--- config.mk ---
export PLATFORM = sky130hd
export DESIGN_NAME = dsp_mac_sequencer
export DESIGN_NICKNAME = d
export VERILOG_FILES = /design/src/rtl/dsp_mac_sequencer.sv
export SDC_FILE = /design/constraint.sdc
export NUM_CORES = 1
export LEC_CHECK = 0
export ABC_AREA = 1
export BUFFER_PORTS_ARGS = -buffer_cell sky130_fd_sc_hd__buf_2
export CAP_MARGIN = 20
export CORE_UTILIZATION = 43
export CTS_CLUSTER_SIZE = 20
export DETAILED_ROUTE_END_ITERATION = 10
export PLACE_DENSITY = 0.74
export REMOVE_ABC_BUFFERS = 1
export SYNTH_ARGS = -nofsm -noshare
export SYNTH_HDL_FRONTEND = slang
export SYNTH_SLANG_ARGS = --single-unit
--- constraint.sdc ---
create_clock -name clk -period 3.4 [get_ports clk]
set_input_delay 0.51 -clock clk [delete_from_list [all_inputs] [get_ports clk]]
set_output_delay 0.51 -clock clk [all_outputs]
set_load 0.05 [all_outputs]
--- src/rtl/dsp_mac_sequencer.sv ---
// dsp_mac_sequencer: drives one dsp_slice as a dot-product engine.
// Ports: job (start/len/busy), operand stream (in_*), result (out_*), slice (dsp_*).
module dsp_mac_sequencer #(
  parameter int DWIDTH = 8,
  parameter int LEN_W  = 16
) (
  input  logic              clk,
  input  logic              reset,
  input  logic              start,
  input  logic [LEN_W-1:0]  len,
  output logic              busy,
  input  logic              in_valid,
  output logic              in_ready,
  input  logic [DWIDTH-1:0] in_a,
  input  logic [DWIDTH-1:0] in_b,
  output logic              out_valid,
  input  logic              out_ready,
  output logic [DWIDTH-1:0] out_data,
  output logic              out_carry,
  output logic [DWIDTH-1:0] dsp_ax,
  output logic [DWIDTH-1:0] dsp_ay,
  output logic [DWIDTH-1:0] dsp_az,
  output logic              dsp_carry_in,
  output logic              dsp_multiply,
  output logic              dsp_accumulate,
  input  logic [DWIDTH-1:0] dsp_result,
  input  logic              dsp_carry_out
);

  typedef enum logic [1:0] {
    IDLE,
    RUN,
    DRAIN,
    DONE
  } state_e;

  state_e            state_q;
  logic [LEN_W-1:0]  cnt_q;
  logic              first_q;
  logic [2:0]        tv_q;
  logic [2:0]        tf_q;
  logic [2:0]        tl_q;
  logic [DWIDTH-1:0] ay_q;
  logic [DWIDTH-1:0] az_q;
  logic              out_valid_q;
  logic              out_carry_q;

  logic accept;
  logic last_beat;
  logic t3_last;
  logic t3_acc;

  assign accept    = in_valid & (state_q == RUN);
  assign last_beat = (cnt_q == LEN_W'(1));
  assign t3_last   = tv_q[2] & tl_q[2];
  // t3 beats after the first add into the accumulator
  assign t3_acc    = tv_q[2] & ~tf_q[2];

  always_ff @(posedge clk or negedge reset) begin
    if (!reset) begin
      state_q     <= IDLE;
      cnt_q       <= '0;
      first_q     <= 1'b0;
      tv_q        <= '0;
      tf_q        <= '0;
      tl_q        <= '0;
      ay_q        <= '0;
      az_q        <= '0;
      out_valid_q <= 1'b0;
      out_carry_q <= 1'b0;
    end else begin
      // bubbles feed zeros so the slice adds a zero product
      tv_q <= {tv_q[1:0], accept};
      tf_q <= {tf_q[1:0], accept & first_q};
      tl_q <= {tl_q[1:0], accept & last_beat};
      ay_q <= accept ? in_a : '0;
      az_q <= accept ? in_b : '0;
      if (t3_acc) begin
        out_carry_q <= out_carry_q | dsp_carry_out;
      end
      unique case (state_q)
        IDLE: begin
          if (start && (len != '0)) begin
            cnt_q       <= len;
            first_q     <= 1'b1;
            out_carry_q <= 1'b0;
            state_q     <= RUN;
          end
        end
        RUN: begin
          if (accept) begin
            cnt_q   <= cnt_q - LEN_W'(1);
            first_q <= 1'b0;
            if (last_beat) begin
              state_q <= DRAIN;
            end
          end
        end
        DRAIN: begin
          if (t3_last) begin
            out_valid_q <= 1'b1;
            state_q     <= DONE;
          end
        end
        DONE: begin
          if (out_ready) begin
            out_valid_q <= 1'b0;
            state_q     <= IDLE;
          end
        end
      endcase
    end
  end

  assign busy           = (state_q != IDLE);
  assign in_ready       = (state_q == RUN);
  assign out_valid      = out_valid_q;
  assign out_data       = dsp_result;
  assign out_carry      = out_carry_q;
  assign dsp_ax         = '0;
  assign dsp_ay         = ay_q;
  assign dsp_az         = az_q;
  assign dsp_carry_in   = 1'b0;
  // first product replaces the accumulator, later ones add
  assign dsp_multiply   = tv_q[2] & tf_q[2];
  assign dsp_accumulate = 1'b1;

endmodule

==> results of run 1 <==
[layer usage]
| layer | up-vias | share of wire | wire length, um | GRT usage |
|---|---|---|---|---|
| li1 | 1111 | - | - | - |
| met1 | 991 | 0.44 | 2400 | 0.239 |
| met2 | 61 | 0.48 | 2600 | 0.303 |
| met3 | 10 | 0.054 | 291 | 0.0494 |
| met4 | 0 | 0.020 | 110 | 0.0800 |
| met5 | - | 0 | 0 | 0 |
[final timing paths]
path / from / end / depth (start not counted)
worst max-delay path: state_q[1] / in_ready / 4
worst min-delay path: reset / cnt_q[15] / 1
worst max register to register: state_q[1] / tl_q[0] / 5
worst min register to register: tv_q[1] / tv_q[2] / 0
max in group asynchronous: reset / tf_q[0] / 2
min in group clk: tv_q[1] / tv_q[2] / 0
[cells by family (layout without fill, tap and decap cells)]
kind of cell             count (synthesis)  count (layout)  share of synthesized area
AO/OA/AOI/OAI                           24              24                     0.0550
buffers and inverters                   68             110                      0.138
flip-flops                              46              46                      0.452
multiplexers                             1               1                    0.00393
AND/OR/NAND/NOR                        194             194                      0.311
adder cells (fa/ha/maj)                  7               7                     0.0344
XOR/XNOR                                 1               1                    0.00344
other                                    2              10                    0.00295
[power by group through the flow]
stage                     clock, W  sequential, W  combinational (W)
final                     0.000415       0.000869            0.00128
after floorplan                  0       0.000980           0.000858
after CTS                 0.000427       0.000868            0.00129
after global routing      0.000450       0.000893            0.00147
after global placement           0       0.000872            0.00125
after detailed placement         0       0.000876            0.00128
[registers in the layout (all words and copies together) (netlist names)]
signal     cells
cnt_q         16
dsp_ay         8
dsp_az         8
first_q        1
out_carry      1
out_valid      1
state_q        2
tf_q           3
tl_q           3
tv_q           3
[worst max-delay path, stage by stage, from the launching register on]
cell	delay, ns
dfrtp_1	0.42
inv_1	0.12
ha_1	0.20
buf_4	0.27
buf_2	0.31
[per-stage QoR]
| stage | cells | hold WS [ns] | total power, W | util | worst slack, ns |
|---|---|---|---|---|---|
| 2_1_floorplan | 325 | 0.214 | 0.00184 | - | 0.926 |
| 3_3_place_gp | 456 | 0.334 | 0.00212 | 0.494 | 1.50 |
| 3_5_place_dp | 456 | 0.335 | 0.00216 | 0.494 | 1.47 |
| 4_1_cts | 464 | 0.355 | 0.00259 | 0.515 | 1.25 |
| 5_1_grt | 465 | 0.0879 | 0.00281 | 0.518 | 1.18 |
| 6_report | 465 | 0.0799 | 0.00257 | 0.518 | 1.25 |
[synth_stat cells (2+ instances only)]
cell and count:
nand3_1 21, buf_6 3, dfrtp_1 46, inv_2 2
nor2_1 53, ha_1 7, o21bai_1 3, a21oi_1 2
nand4_1 2, inv_1 40, o22ai_1 2, o21ai_0 12
nand2_1 109, or2_2 2, buf_4 19, conb_1 2
clkbuf_1 3
[layout make-up]
type / count / area (um2) / area share
Sequential cell: 46 / 1150 / 0.396
Multi-Input combinational cell: 237 / 1080 / 0.370
Timing Repair Buffer: 60 / 318 / 0.109
Inverter: 42 / 158 / 0.0543
Tap cell: 72 / 90.1 / 0.0310
Clock buffer: 5 / 68.8 / 0.0237
Clock inverter: 3 / 43.8 / 0.0151
==> summary.md, run 1 <==
| Metric | Value |
|---|---|
| Status | `finished, final reports clean` |
| Slew margin rel. | `0.587` |
| Pin count of the biggest net entering global routing | `47` |
| Final setup violating endpoints | `0` |
| Antenna Violating Nets Remaining | `0` |
| Post-CTS Setup Inserts | `0` |
| DRT iter0 DRCs | `92` |
| Vias post-DR | `2173` |
| Max frequency | `0.466 GHz` |
| Initial antenna violation count | `0` |
| Cts repair resizes | `0` |
| Combinational fraction of design power | `0.500` |
| Mapped Cells | `343` |
| Number of global-route vias before repair | `2056` |
| # diodes | `0` |
| CTS sink count | `46` |
| CTS Hold Bufs | `0` |
| Pins Over Slew Limit | `0` |
| Final hold violation count | `0` |
| Req. time, crit path | `2.89 ns` |
| RSZ-0062 raised after global routing | `false` |
| Fin area | `2910 um2` |
| Clock latency at the later pin of the worst-skew pair | `0.31 ns` |
| Number of synthesized flops with an enable pin | `0` |
| Top cells by area, synth | `dfrtp_1 (45%), nand2_1 (16%), nor2_1 (7.8%)` |
| Final Routed Wirelength | `5400 um` |
| Setup TNS | `0 ns` |
| Synth cell types | `32` |
| WL per Instance | `11.6 um` |
| Worst vdd ir | `339 uV` |
| Worst clock skew | `0.00829 ns` |
| Proportion of layout cells with a drive suffix above 1 | `0.191` |
| Synthesized flop and latch total | `46` |
| Most frequent cells in the layout | `nand2_1 (109), buf_2 (58), nor2_1 (53), dfrtp_1 (46), inv_1 (40)` |
| P_int | `0.00133 W` |
| Clock buffer depth | `2` |
| IO Count | `85` |
| Sw Ratio | `0.483` |
| Mapped Avg Cell Area | `7.43 um2` |
| Area growth from synthesis to layout | `14.0%` |
| Clk pwr share | `0.162` |
| FP Rows | `27` |
| Filler cell count in the final layout | `558` |
| Router iterations before antenna repair | `4` |
| Post-Syn Area | `2550 um2` |
| Remaining DRCs | `0` |
| CTS buffer count | `5` |
| Max_cap viols | `0` |
| GRT Total Usage | `0.189` |
| H-tree Lvls | `2` |
| Ratio of final minimum period to clock period | `0.631` |
| Leading area contributor after synthesis | `dfrtp_1` |
| NetSw | `0.00124 W` |
| Final GP Congestion | `0.931` |
| Synth Flop Type | `dfrtp_1` |
| Clk Tree Root Cell | `clkbuf_8` |
| Reg power frac | `0.338` |
| Async set-reset flop share out of synthesis | `1.00` |
| Die Y | `79.0 um` |
| Least-Margin Pin Slew | `0.618 ns` |
| CP endpoint kind | `primary output` |
| FF-to-FF setup slack | `1.46 ns` |
| CP startpoint kind | `flip-flop` |
| Pleak | `1.69 nW` |
| Total grt overflow | `0` |
| Die area | `6240 um2` |
| Post-DP HPWL | `3930 um` |
| P per Cell Area | `884 nW/um2` |
| Die X | `79.0 um` |
| Hold Path Class | `in2async` |
| Area post-placement | `2770 um2` |
| Ys Warns | `0` |
| Most common cell after layout, fill and taps aside | `nand2_1` |
| Clock slew at reported path FFs | `0.09 ns` |
| Starting density of the core | `0.454` |
| Drt via density | `4.67` |
| CTS tree | `done` |
| CP Max Fanout | `24` |
| Core footprint | `5610 um2` |
| First-pass GRT wire length | `9160 um` |
| Sequential element share of the synthesized area | `0.452` |
| Fin nets | `445` |
| Min Clock Period, post-route | `2.15 ns` |
| Share of the synthesized area in the top cell type | `0.452` |
| Worst Path Arrival | `1.64 ns` |
| PortBufs | `58` |
| Setup CP Type | `reg2out` |
Note: power is estimated with default switching activity, not from simulation.
==> inputs of run 2 (changes only) <==
==> constraint.sdc (replaced) <==
create_clock -name clk -period 2.2 [get_ports clk]
set_input_delay 0.33 -clock clk [delete_from_list [all_inputs] [get_ports clk]]
set_output_delay 0.33 -clock clk [all_outputs]
set_load 0.05 [all_outputs]
==> run 2 against run 1 <==
Effect of this change:
- the flow now finishes with violations (negative hold slack)
- combinational power up 58%
- design area about the same
- clock skew down 0.0029 ns
- critical endpoint unchanged
- largest cell class unchanged
- largest power group unchanged
==> summary.md, run 2 (synthesized netlist as in run 1, its figures left out) <==
| Metric | Value |
|---|---|
| Die Y | `79.0 um (unchanged)` |
| Max_cap viols | `0 (unchanged)` |
| Post-CTS Setup Inserts | `0 (unchanged)` |
| Clock slew at reported path FFs | `0.09 ns (about the same)` |
| CP startpoint kind | `flip-flop` |
| Met1 Usage GRT | `0.253 (+0.0134)` |
| Least-Margin Pin Slew | `0.537 ns (-0.0811 ns)` |
| Area growth from synthesis to layout | `14.1% (about the same)` |
| CP Buf/Inv Count | `3 (unchanged)` |
| Cts repair resizes | `0 (unchanged)` |
| Worst vdd ir | `553 uV (+63%)` |
| Router iterations before antenna repair | `4 (unchanged)` |
| Total grt overflow | `0 (unchanged)` |
| GRT Total Usage | `0.195 (+0.00672)` |
| Pins Over Slew Limit | `0 (unchanged)` |
| Fin nets | `448 (+0.67%)` |
| Final Routed Wirelength | `5410 um (+0.17%)` |
| M2 GR Usage | `0.304 (+0.000862)` |
| Final setup violating endpoints | `0 (unchanged)` |
| Initial antenna violation count | `0 (unchanged)` |
| Largest register FFs | `16 (unchanged)` |
| PortBufs | `58 (unchanged)` |
| Filler cell count in the final layout | `583 (+4.5%)` |
| Min Clock Period, post-route | `1.95 ns` |
| Die area | `6240 um2 (unchanged)` |
| # diodes | `0 (unchanged)` |
| Clk Tree Root Cell | `clkbuf_8` |
| CTS Hold Bufs | `0 (unchanged)` |
| Die X | `79.0 um (unchanged)` |
| First-pass GRT wire length | `9400 um (+2.6%)` |
| FF-to-FF setup slack | `0.33 ns (-1.13 ns)` |
| WL per Instance | `11.6 um (-0.48%)` |
| Number of global-route vias before repair | `2085 (+1.4%)` |
| RSZ-0062 raised after global routing | `false` |
| Starting density of the core | `0.454 (unchanged)` |
| Pin count of the biggest net entering global routing | `26 (-45%)` |
| CP max stage delay | `0.43 ns (about the same)` |
| CP Max Fanout | `13 (-46%)` |
| Hold Path Class | `in2async` |
| Most frequent cells in the layout | `nand2_1 (109), buf_2 (58), nor2_1 (53), dfrtp_1 (46), inv_1 (40)` |
| P per Cell Area | `1340 nW/um2 (+52%)` |
| Core footprint | `5610 um2 (unchanged)` |
| Critical path, cell by cell | `inv_1, ha_1, buf_4, buf_2` |
| FP Rows | `27 (unchanged)` |
| Slew margin rel. | `0.642 (+0.0550)` |
| Worst clock skew | `0.00541 ns (-0.00288 ns)` |
| GR Layer Usage met3 | `0.0517 (+0.00230)` |
| Post-DP HPWL | `4110 um (+4.6%)` |
| Final hold violation count | `9 (+9)` |
| Antenna Violating Nets Remaining | `0 (unchanged)` |
| FF-to-FF End | `cnt_q[15]` |
| Proportion of layout cells with a drive suffix above 1 | `0.197 (+0.00613)` |
| Clock latency at the later pin of the worst-skew pair | `0.30 ns (about the same)` |
| CP max-delay cell | `dfrtp_1` |
| Final GP Congestion | `0.970 (+4.2%)` |
| Busiest grt layer | `met2` |
| CTS tree | `done` |
| Final core occ | `0.519 (about the same)` |
| CP endpoint kind | `primary output` |
| Worst Path Arrival | `1.62 ns (-0.02 ns)` |
| Ratio of final minimum period to clock period | `0.888` |
| CTS sink count | `46 (unchanged)` |
| Failing checks | `negative hold slack` |
| Setup CP Type | `reg2out` |
| Status | `finished with violations` |
| Clock buffer depth | `2 (unchanged)` |
| H-tree Lvls | `2 (unchanged)` |
| Vias post-DR | `2200 (+1.2%)` |
| Most common cell after layout, fill and taps aside | `nand2_1` |
| Reg2Reg Launch Point | `state_q[1]` |
| Pleak | `1.69 nW (-0.22%)` |
| Req. time, crit path | `1.87 ns (-1.02 ns)` |
| R2R cell count | `9 (+4)` |
| DRT iter0 DRCs | `100 (+8.7%)` |
| Remaining DRCs | `0 (unchanged)` |
| Hold Worst Slack | `-0.00456 ns (-0.0845 ns)` |
| IO Count | `85 (unchanged)` |
| Max frequency | `0.512 GHz` |
| Drt via density | `4.70 (+0.59%)` |
| Delay-heaviest family, CP | `buffers and inverters` |
| Reg with most FFs | `cnt_q` |
| CTS buffer count | `5 (unchanged)` |
[run 2: stage by stage]
step                      setup WS, ns  total power (W)  setup TNS (ns)  area (um2)  cells
after floorplan                 -0.274          0.00284           -4.23        2380    325
after global placement           0.437          0.00333               0        2820    460
after detailed placement         0.378          0.00338               0        2820    460
after CTS                        0.231          0.00392               0        2910    468
after global routing             0.155          0.00429               0        2910    468
final                            0.246          0.00390               0        2910    468
[run 2: worst max-delay path by stage]
| stage | startpoint | end | slack (ns) | cells after the start |
|---|---|---|---|---|
| floorplan | state_q[1] | cnt_q[10] | -0.27 | 9 |
| global placement | state_q[1] | cnt_q[9] | 0.44 | 9 |
| detailed placement | state_q[1] | cnt_q[15] | 0.38 | 9 |
| CTS | state_q[1] | in_ready | 0.23 | 4 |
| global route | state_q[1] | in_ready | 0.16 | 4 |
| finish | state_q[1] | in_ready | 0.25 | 4 |
[run 2: cell type report]
type	instances	area, um2	area share
Inverter	42	158	0.0542
Timing Repair Buffer	63	340	0.117
Clock buffer	5	68.8	0.0237
Clock inverter	3	23.8	0.00818
Sequential cell	46	1150	0.396
Multi-Input combinational cell	237	1080	0.370
Tap cell	72	90.1	0.0310
[run 2: layer usage]
layer / vias up / part of all wire / wire length [um]
met5: - / 0 / 0
met4: 0 / 0.026 / 139
met3: 13 / 0.056 / 304
met2: 68 / 0.46 / 2470
met1: 995 / 0.46 / 2500
li1: 1124 / - / -
[run 2: power by group]
group | leakage, nW | switching [W] | total [W] | internal [W]
Sequential | 0.600 | 0.000236 | 0.00135 | 0.00111
Combinational | 1.05 | 0.00139 | 0.00202 | 0.000625
Clock | 0.0408 | 0.000307 | 0.000535 | 0.000227
Total | 1.69 | 0.00194 | 0.00390 | 0.00196
